===== src/rtl/hazard_ctrl_unit.sv =====
// Pipeline hazard controller: load-use stalls, branch flushes, memory-busy freeze
// and a saturating count of cycles in which the PC was held.
module hazard_ctrl_unit #(
    parameter int unsigned REG_AW    = 5,
    parameter int unsigned LOAD_LAT  = 1,
    parameter int unsigned X0_FILTER = 1,
    parameter int unsigned CNT_W     = 16
) (
    input  logic              clk,
    input  logic              reset,
    input  logic              ID_EXmemRead,
    input  logic [REG_AW-1:0] ID_EXrd,
    input  logic [REG_AW-1:0] IF_IDrs1,
    input  logic [REG_AW-1:0] IF_IDrs2,
    input  logic              rs1_used,
    input  logic              rs2_used,
    input  logic              branch_taken,
    input  logic              mem_busy,
    input  logic              stat_clr,
    output logic              PCwrite,
    output logic              IF_IDwrite,
    output logic              ID_EXwrite,
    output logic              EX_MEMwrite,
    output logic              IF_IDflush,
    output logic              ID_EXflush,
    output logic              stall_active,
    output logic [CNT_W-1:0]  stall_cnt
);

    localparam int unsigned REM_W = 4;
    localparam logic [REM_W-1:0] REM_INIT = REM_W'(LOAD_LAT - 1);
    localparam logic [CNT_W-1:0] CNT_MAX  = '1;

    typedef enum logic [0:0] {
        RUN      = 1'b0,
        LU_STALL = 1'b1
    } state_t;

    state_t           state;
    state_t           state_nxt;
    logic [REM_W-1:0] rem;
    logic [REM_W-1:0] rem_nxt;
    logic             rs1_hit;
    logic             rs2_hit;
    logic             x0_block;
    logic             lu_hit;

    // Load in EX writes a register the ID instruction actually reads.
    always_comb begin
        rs1_hit  = rs1_used && (ID_EXrd == IF_IDrs1);
        rs2_hit  = rs2_used && (ID_EXrd == IF_IDrs2);
        x0_block = (X0_FILTER != 0) && (ID_EXrd == '0);
        lu_hit   = ID_EXmemRead && (rs1_hit || rs2_hit) && !x0_block;
    end

    // Next-state and pipeline-control decode: reset > mem_busy > branch > load-use.
    always_comb begin
        state_nxt    = state;
        rem_nxt      = rem;
        PCwrite      = 1'b1;
        IF_IDwrite   = 1'b1;
        ID_EXwrite   = 1'b1;
        EX_MEMwrite  = 1'b1;
        IF_IDflush   = 1'b0;
        ID_EXflush   = 1'b0;
        stall_active = 1'b0;

        if (!reset) begin
            state_nxt  = RUN;
            rem_nxt    = '0;
            PCwrite    = 1'b0;
            IF_IDwrite = 1'b0;
            IF_IDflush = 1'b1;
            ID_EXflush = 1'b1;
        end else if (mem_busy) begin
            PCwrite      = 1'b0;
            IF_IDwrite   = 1'b0;
            ID_EXwrite   = 1'b0;
            EX_MEMwrite  = 1'b0;
            stall_active = (state == LU_STALL);
        end else if (branch_taken) begin
            // Squashing the ID instruction also cancels any pending stall.
            state_nxt    = RUN;
            rem_nxt      = '0;
            IF_IDflush   = 1'b1;
            ID_EXflush   = 1'b1;
            stall_active = (state == LU_STALL);
        end else if (state == LU_STALL) begin
            PCwrite      = 1'b0;
            IF_IDwrite   = 1'b0;
            ID_EXflush   = 1'b1;
            stall_active = 1'b1;
            rem_nxt      = rem - REM_W'(1);
            if (rem <= REM_W'(1)) begin
                state_nxt = RUN;
                rem_nxt   = '0;
            end
        end else if (lu_hit) begin
            PCwrite    = 1'b0;
            IF_IDwrite = 1'b0;
            ID_EXflush = 1'b1;
            if (LOAD_LAT > 1) begin
                state_nxt = LU_STALL;
                rem_nxt   = REM_INIT;
            end
        end
    end

    // State, remaining-stall counter and saturating statistics counter.
    always_ff @(posedge clk) begin
        if (!reset) begin
            state     <= RUN;
            rem       <= '0;
            stall_cnt <= '0;
        end else begin
            state <= state_nxt;
            rem   <= rem_nxt;
            if (stat_clr) begin
                stall_cnt <= '0;
            end else if (!PCwrite && (stall_cnt != CNT_MAX)) begin
                stall_cnt <= stall_cnt + CNT_W'(1);
            end
        end
    end

endmodule

===== config.mk =====
export PLATFORM = sky130hd
export DESIGN_NAME = hazard_ctrl_unit
export DESIGN_NICKNAME = d
export VERILOG_FILES = /design/src/rtl/hazard_ctrl_unit.sv
export SDC_FILE = /design/constraint.sdc
export NUM_CORES = 1
export LEC_CHECK = 0
export CAP_MARGIN = 20
export CORE_UTILIZATION = 40
export CTS_CLUSTER_DIAMETER = 150
export DETAILED_ROUTE_END_ITERATION = 10
export PLACE_DENSITY_LB_ADDON = 0.12
export SLEW_MARGIN = 20
export SYNTH_ARGS = -nofsm -noshare
export SYNTH_HDL_FRONTEND = slang
export SYNTH_SLANG_ARGS = --single-unit

===== constraint.sdc =====
create_clock -name clk -period 8 [get_ports clk]
set_clock_uncertainty 0.05 [all_clocks]
set_input_delay 2 -clock clk [delete_from_list [all_inputs] [get_ports clk]]
set_output_delay 2 -clock clk [all_outputs]
set_load 0.02 [all_outputs]

Word level (Yosys, flattened, before mapping)
Cells that the tools add are included.
{"block": "classes", "eq_ne": 3, "n_lt_le_gt_ge": 1, "bitwise_logic": 2, "n_reduce_logical": 12, "addsub": 2, "mux": 25}
{"cell": "2-to-1 mux 1 bit", "count": 22}
{"cell": "adder 16 x 1 -> 16 bit (second input constant)", "count": 1}
{"cell": "inequality test 16 bit (second input constant)", "count": 1}
{"cell": "2-to-1 mux 4 bit", "count": 3}
{"cell": "== test 5 bit", "count": 2}
{"cell": "logical AND 1 bit", "count": 5}
{"cell": "zero test 5 bit", "count": 1}
{"cell": "<= comparator 4 x 1 -> 1 bit (second input constant)", "count": 1}
{"cell": "subtractor 4 x 1 -> 4 bit (second input constant)", "count": 1}
{"cell": "zero test 1 bit", "count": 2}
{"cell": "NOT 1 bit", "count": 2}
{"cell": "AND reduction 2 bit", "count": 1}
{"cell": "nonzero test 2 bit", "count": 1}
{"cell": "OR reduction 2 bit", "count": 1}
{"cell": "logical OR 1 bit", "count": 1}
{"block": "word_totals", "input_bits": 23, "regBits": 21, "out_inout_bits": 23, "wordCells": 48}

Depth between registers and ports, before layout
Gate-level depths: netlist of the first run.
{"block": "depth", "word_depth": 12, "mapped_depth": 9, "mapped_depth_nobuf": 7}

Worst setup path before layout of the first run
No wires, ideal clock.
{"block": "synth_timing", "path_type": "input to output", "start": "input port ID_EXrd[1]", "end": "output port PCwrite", "slack_ns": 2.468, "cell_stages": 7, "t_arrival_ns": 3.482, "required_ns": 5.950, "path_buffers": 3, "cell_sequence": "or4_1 -> o21ai_0 -> o31ai_2 -> inv_2 -> buf_6 -> buf_2 -> buf_4"}
{"block": "synth_between", "elab_chain_cells": 10, "elab_cells_between_ends": 14, "cone_classes": "eq/ne: 2; mux: 5; reduce/logical: 7"}
{"element": "start, declared", "line": "12", "rtl": "input logic [REG_AW-1:0] ID_EXrd,"}
{"element": "== test 5 bit (on tied branches)", "line": "50, 51"}
{"element": "logical AND 1 bit (on tied branches)", "line": "50, 51"}
{"element": "logical OR 1 bit", "line": "53", "rtl": "lu_hit = ID_EXmemRead && (rs1_hit || rs2_hit) && !x0_block;"}
{"element": "logical AND 1 bit", "line": "53"}
{"element": "logical AND 1 bit (*)", "line": "53"}
{"element": "2-to-1 mux 1 bit (*) (5 in a row)"}
{"element": "end, declared", "line": "20", "rtl": "output logic PCwrite,"}
Mark *: on every way between the ends. The rest lies on a longest branch, timed or not.

Final worst setup path of the first run
{"block": "layout_timing", "start": "input port ID_EXrd[1]", "end": "output port PCwrite"}
{"block": "layout_between", "elab_chain_cells": 10, "elab_cells_between_ends": 14, "cone_classes": "eq/ne: 2; mux: 5; reduce/logical: 7"}
{"element": "== test 5 bit (on tied branches)", "line": "50, 51"}
{"element": "logical AND 1 bit (on tied branches)", "line": "50, 51"}
{"element": "logical OR 1 bit", "line": "53"}
{"element": "logical AND 1 bit", "line": "53"}
{"element": "logical AND 1 bit (*)", "line": "53"}
{"element": "2-to-1 mux 1 bit (*)", "line": "98", "rtl": "end else if (lu_hit) begin"}
{"element": "2-to-1 mux 1 bit (*)", "line": "88", "rtl": "end else if (state == LU_STALL) begin"}
{"element": "2-to-1 mux 1 bit (*)", "line": "81", "rtl": "end else if (branch_taken) begin"}
{"element": "2-to-1 mux 1 bit (*)", "line": "75", "rtl": "end else if (mem_busy) begin"}
{"element": "2-to-1 mux 1 bit (*)", "line": "68", "rtl": "if (!reset) begin"}
Marked as above.

==> impl_metrics.yaml, run 1 <==
synthesis:
  synth_top_area_share: 0.3323
  postSynthCellCount: 156
  yosys.cell_types.count: 39
  synth_area_sq_mm: 0.001265
  ys_warn_count: 0
  ys_seq_area_frac: 0.3323
  async_flop_share: 0
  avgSynthCellArea_sq_um: 8.109
  synth_area_leaders: "dfxtp_1 (33%), xor2_1 (6.2%), or4_1 (5.9%)"
  synth_area_leader_cell: "dfxtp_1"
  synthFlopType: "dfxtp_1"
  synth_edf_count: 0
  synth_most_common_cell: "dfxtp_1"
  ys_top_cells_by_count: "dfxtp_1 (21), nand2_1 (15), a21oi_1 (13)"
  ys_ff_latch: 21
  synth.net_count: 182
sta:
  report.final.slew_viol_count: 0
  hold_violations: 0
  rsz0062_at_grt: "false"
  min_period_over_period: 0.8064
  finalSetupTns_ns: 0
  period_needed_ns: 6.451
  max_freq_mhz: 155.0
  maxSlewHeadroom: 0.4550
  finalSetupViolCount: 0
  worstMarginPinSlew_ns: 0.8144
  holdWs_ns: 0.4446
cts:
  cts_hold_buf: 0
  cts-resized-gates: 0
  htreeDepth: 1
  cts_buffers: 3
  cts.sinks: 21
  clock_latency_ns: 0.30
  clock_path_buffers: 2
  clk_pin_slew_worst_paths_ns: 0.12
  root_buffer: "clkbuf_4"
  cts_tree: "done"
  post-cts-setup-buffers: 0
global_routing:
  grt_max_degree: 29
  antenna_found_initial: 0
  grt_usage: 0.1738
  grt_pass1_wl_mm: 4.664
  grt_overflow: 0
  grt_pass1_vias: 1141
route:
  drc_errors: 0
  wl_met3_microns: 158
  wl_mm: 2.783
  wl_per_cell_microns: 11.45
  ant_nets: 0
  routed-wl-met2_mm: 1.354
  num_vias: 1258
  highest_layer: "met4"
  viasPerCell: 5.177
  drt_iter0_drc: 49
  drt_first_pass_iters: 5
  wl_met1_mm: 1.251
outcome:
  status: "complete, no violations"
layout:
  nNetsFinal: 226
  layout-drive-gt1-share: 0.04523
  syn_to_final_growth_pct: 38.97
  n_antenna_cell: 0
setup_path:
  reg2regPathDepth: 6
  start_kind: "input port"
  path_cells: "clkdlybuf4s50_1 -> or4_1 -> o21ai_0 -> o31ai_2 -> inv_2 -> clkdlybuf4s50_1"
  crit_arrival_ns: 4.40
  regToRegStartpoint: "stall_cnt[6]"
  crit_top_cell: "clkdlybuf4s50_1"
  path_buf_inv: 3
  cp_max_fo: 28
  cp-endpoint: "PCwrite"
  startpoint: "ID_EXrd[1]"
  cp_slowest_cell: "clkdlybuf4s50_1"
  timing.rr.end: "stall_cnt[1]"
  slowest_delay_ns: 0.68
  critPathTopFamily: "buffers and inverters"
  worst_setup_path_end_kind: "primary output"
  critPathKind: "in2out"
  critical_path_depth: 6
  cp.required_ns: 5.95
  rrSetupSlack_ns: 5.87
die:
  initial_core_util: 0.4178
  dieArea_sq_mm: 0.003391
  fp.dieH_microns: 58.24
  coreArea_sq_mm: 0.003028
  fp-row-count: 20
  fp.dieW_microns: 58.24
  ioPinCount: 46
place:
  place_congestion: 0.7678
  numPortBuffers: 45
  dp_hpwl_mm: 2.163
power_and_ir_drop:
  peakVddDrop_mv: 0.08471
  p_per_area_mw_per_mm2: 112.2
  cellLeakagePower_uw: 0.0005612
worst_hold_path:
  min_path_type: "reg2reg"
run:
  drv_cap: 0
cell usage in the layout, fill, tap and decap left out, drive strengths merged, types with 6 or more instances in the layout:
cell / n
or4: 10
inv: 7
a21oi: 13
xor2: 9
o31ai: 8
nor2: 11
nand3: 7
nand2: 15
clkdlybuf4s50: 45
dfxtp: 21
o21ai: 6
per-layer routing:
metal | track usage | up-vias
li1 | - | 652
met1 | 0.2036 | 567
met2 | 0.3071 | 37
met3 | 0.04911 | 2
met4 | 0.05102 | 0
met5 | 0 | -
worst min-delay path by stage:
stage / from / to / cells past startpoint
4_1_cts: stall_cnt[14] / stall_cnt[14] / 2
2_1_floorplan: rem[0] / rem[0] / 2
3_5_place_dp: stall_cnt[14] / stall_cnt[14] / 2
6_report: stall_cnt[14] / stall_cnt[14] / 2
5_1_grt: stall_cnt[8] / stall_cnt[8] / 2
3_3_place_gp: stall_cnt[5] / stall_cnt[5] / 2
layout make-up:
class | count | area (sq um)
inverter | 7 | 26.28
fill | 277 | 1270
tap | 44 | 55.05
sequential | 21 | 420.4
clock buffer | 4 | 26.28
timing repair buffer | 45 | 450.4
multi-input combinational | 122 | 779.5
cells by family (layout without fill, tap and decap cells):
kind of cell | count (synthesis) | after routing | synth area share
and+or+nand+nor | 68 | 68 | 0.2948
xor gates and xnor gates | 12 | 12 | 0.08309
adders and majority gates | 3 | 3 | 0.02968
AOI/OAI and AO/OA | 35 | 35 | 0.1771
muxes | 4 | 4 | 0.03165
DFF | 21 | 21 | 0.3323
buffers and inverters | 13 | 56 | 0.05142
sequential cells by signal, summed over array words and instances, names as in the netlist:
register,flops
stall_cnt,16
rem,4
state,1
per-stage QoR:
| step | utilization | power [uW] | cells | cell area [sq um] | worst slack [ns] |
|---|---|---|---|---|---|
| 4_1_cts | 0.5806 | 201.4 | 243 | 1758 | 1.555 |
| 3_5_place_dp | 0.5719 | 149.5 | 239 | 1732 | 1.548 |
| 3_3_place_gp | 0.5719 | 148.7 | 239 | 1732 | 1.587 |
| 2_1_floorplan | - | 130.4 | 156 | 1265 | 2.468 |
| 6_report | 0.5806 | 197.3 | 243 | 1758 | 1.549 |
| 5_1_grt | 0.5806 | 208.5 | 243 | 1758 | 1.440 |
worst register-to-register path, stage by stage (launching register included):
cell and delay [ns]:
dfxtp_1 0.42, and3_1 0.21, and3_1 0.18, nand3_1 0.15, nor2_1 0.66, o21ai_0 0.17, a21oi_1 0.20
report_power, final:
part           switching (uW)  internal (uW)
Combinational            18.1           20.6
Sequential               1.81            106
Clock                    31.0           19.4
Note: power is estimated with default switching activity, not from simulation.
==> run 2, diff against run 1 <==
==> constraint.sdc (replaced) <==
create_clock -name clk -period 5.26 [get_ports clk]
set_clock_uncertainty 0.05 [all_clocks]
set_input_delay 1.315 -clock clk [delete_from_list [all_inputs] [get_ports clk]]
set_output_delay 1.315 -clock clk [all_outputs]
set_load 0.02 [all_outputs]
==> run 2 against run 1 <==
Against the previous run: register-to-register slack worse by 2.8 ns; hold slack worse by 0.00057 ns; sequential share of layout area down 0.10 points; routed wire length up 5.0%; sequential cell count unchanged; first-iteration DRC count up 6.1%; global-route usage up 0.78 points; sequential power up 52%; clock power up 55%; worst setup slack worse by 1.1 ns; critical endpoint is now IF_IDwrite; largest power group unchanged.
==> impl_metrics.yaml, run 2 (synthesis results as in run 1) <==
global_routing:
  grt_overflow: 0
  antenna_found_initial: 0
  grt_usage: 0.1815
  grt_max_degree: 26
  grt_pass1_vias: 1229
  grt_pass1_wl_mm: 4.919
die:
  fp.dieW_microns: 58.24
  fp.dieH_microns: 58.24
  initial_core_util: 0.4178
  fp-row-count: 20
  coreArea_sq_mm: 0.003028
  dieArea_sq_mm: 0.003391
  ioPinCount: 46
route:
  wl_per_cell_microns: 11.97
  viasPerCell: 5.352
  wl_mm: 2.921
  routed-wl-met2_mm: 1.449
  drt_first_pass_iters: 4
  wl_met1_mm: 1.218
  wl_met3_microns: 222
  highest_layer: "met4"
  ant_nets: 0
  num_vias: 1306
  drc_errors: 0
  drt_iter0_drc: 52
place:
  place_congestion: 0.7810
  dp_hpwl_mm: 2.283
  pre_cts_ws_ns: 0.4893
  placed_area_sq_mm: 0.001739
  numPortBuffers: 45
sta:
  hold_violations: 0
  report.final.slew_viol_count: 0
  max_freq_mhz: 209.6
  period_needed_ns: 4.772
  worstMarginPinSlew_ns: 0.8395
  finalSetupTns_ns: 0
  setup_slack_ns: 0.4882
  maxSlewHeadroom: 0.4383
  min_period_over_period: 0.9072
  rsz0062_at_grt: "false"
  finalSetupViolCount: 0
setup_path:
  worst_setup_path_end_kind: "primary output"
  cp.required_ns: 3.89
  crit_arrival_ns: 3.41
  start_kind: "input port"
  cp_max_fo: 4
  critPathKind: "in2out"
outcome:
  status: "complete, no violations"
power_and_ir_drop:
  cellLeakagePower_uw: 0.0005663
  peakVddDrop_mv: 0.1218
  p_per_area_mw_per_mm2: 171.5
layout:
  n_antenna_cell: 0
  reg.largest.list: "stall_cnt: 16 flops, rem: 4 flops, state: 1 flops"
  regMostFlops: "stall_cnt"
  nNetsFinal: 227
  layout_commonest_cell: "clkdlybuf4s50_1"
  largest_register_ff_count: 16
  fillCellCount: 267
  final_cell_mix: "clkdlybuf4s50_1 (45), dfxtp_1 (21), nand2_1 (15), a21oi_1 (13), nor2_1 (11)"
  syn_to_final_growth_pct: 39.56
  fin_util: 0.5831
  final_area_sq_mm: 0.001765
  multi_input_area_sq_um: 779.5
  regArea_sq_um: 420.4
  layout-drive-gt1-share: 0.05000
cts:
  root_buffer: "clkbuf_4"
  cts_tree: "done"
  cts.sinks: 21
  cts_hold_buf: 0
  cts-resized-gates: 0
  clk_pin_slew_worst_paths_ns: 0.11
  post-cts-setup-buffers: 0
  htreeDepth: 1
  clock_latency_ns: 0.30
  clock_path_buffers: 2
  cts_buffers: 3
run:
  drv_cap: 0
worst_hold_path:
  min_path_type: "reg2reg"
[run 2: cell count changes in the layout (fill, tap and decap cells not counted), sizes merged]
cell / previous run / this run
buf: 0 / 1
[run 2: routing by layer]
layer / vias to the layer above / track usage
met1: 591 / 0.2003
met2: 57 / 0.3300
met3: 4 / 0.05804
met4: 0 / 0.05442
met5: - / 0
li1: 654 / -
[run 2: power breakdown]
group / switching (uW) / internal, uW / total [uW] / leakage [uW]
Sequential: 2.72 / 162 / 164 / 0.000170
Combinational: 28.3 / 32.0 / 60.2 / 0.000382
Clock: 48.5 / 29.6 / 78.1 / 0.0000150
Total: 79.5 / 223 / 303 / 0.000566
[run 2: worst paths after layout]
| kind | from | end | slack (ns) | depth (start not counted) |
|---|---|---|---|---|
| worst min register to register | stall_cnt[5] | stall_cnt[5] | 0.44 | 2 |
| worst max-delay path | ID_EXrd[1] | IF_IDwrite | 0.49 | 6 |
| worst max register to register | stall_cnt[6] | stall_cnt[5] | 3.11 | 6 |
| worst min-delay path | stall_cnt[5] | stall_cnt[5] | 0.44 | 2 |
[run 2: critical path, cell delays in order]
cell and delay (ns):
clkdlybuf4s50_1 0.46, or4_1 0.53, o21ai_0 0.27, o31ai_2 0.13
inv_2 0.09, clkdlybuf4s50_1 0.60
[run 2: cell type report]
cell class,instances,share of cell area
repair buffers,46,0.2594
flip-flops and latches,21,0.2381
clock buffers,4,0.01488
well taps,44,0.03118
multi-input cells,122,0.4415
inverters,7,0.01488
[run 2: per-stage QoR]
stage | std cells | total power (uW) | hold slack [ns]
floorplan | 156 | 198.4 | 0.4238
global placement | 240 | 226.9 | 0.4204
detailed placement | 240 | 228.5 | 0.4285
CTS | 244 | 308.2 | 0.4518
global route | 244 | 316.9 | 0.4814
finish | 244 | 302.7 | 0.4440
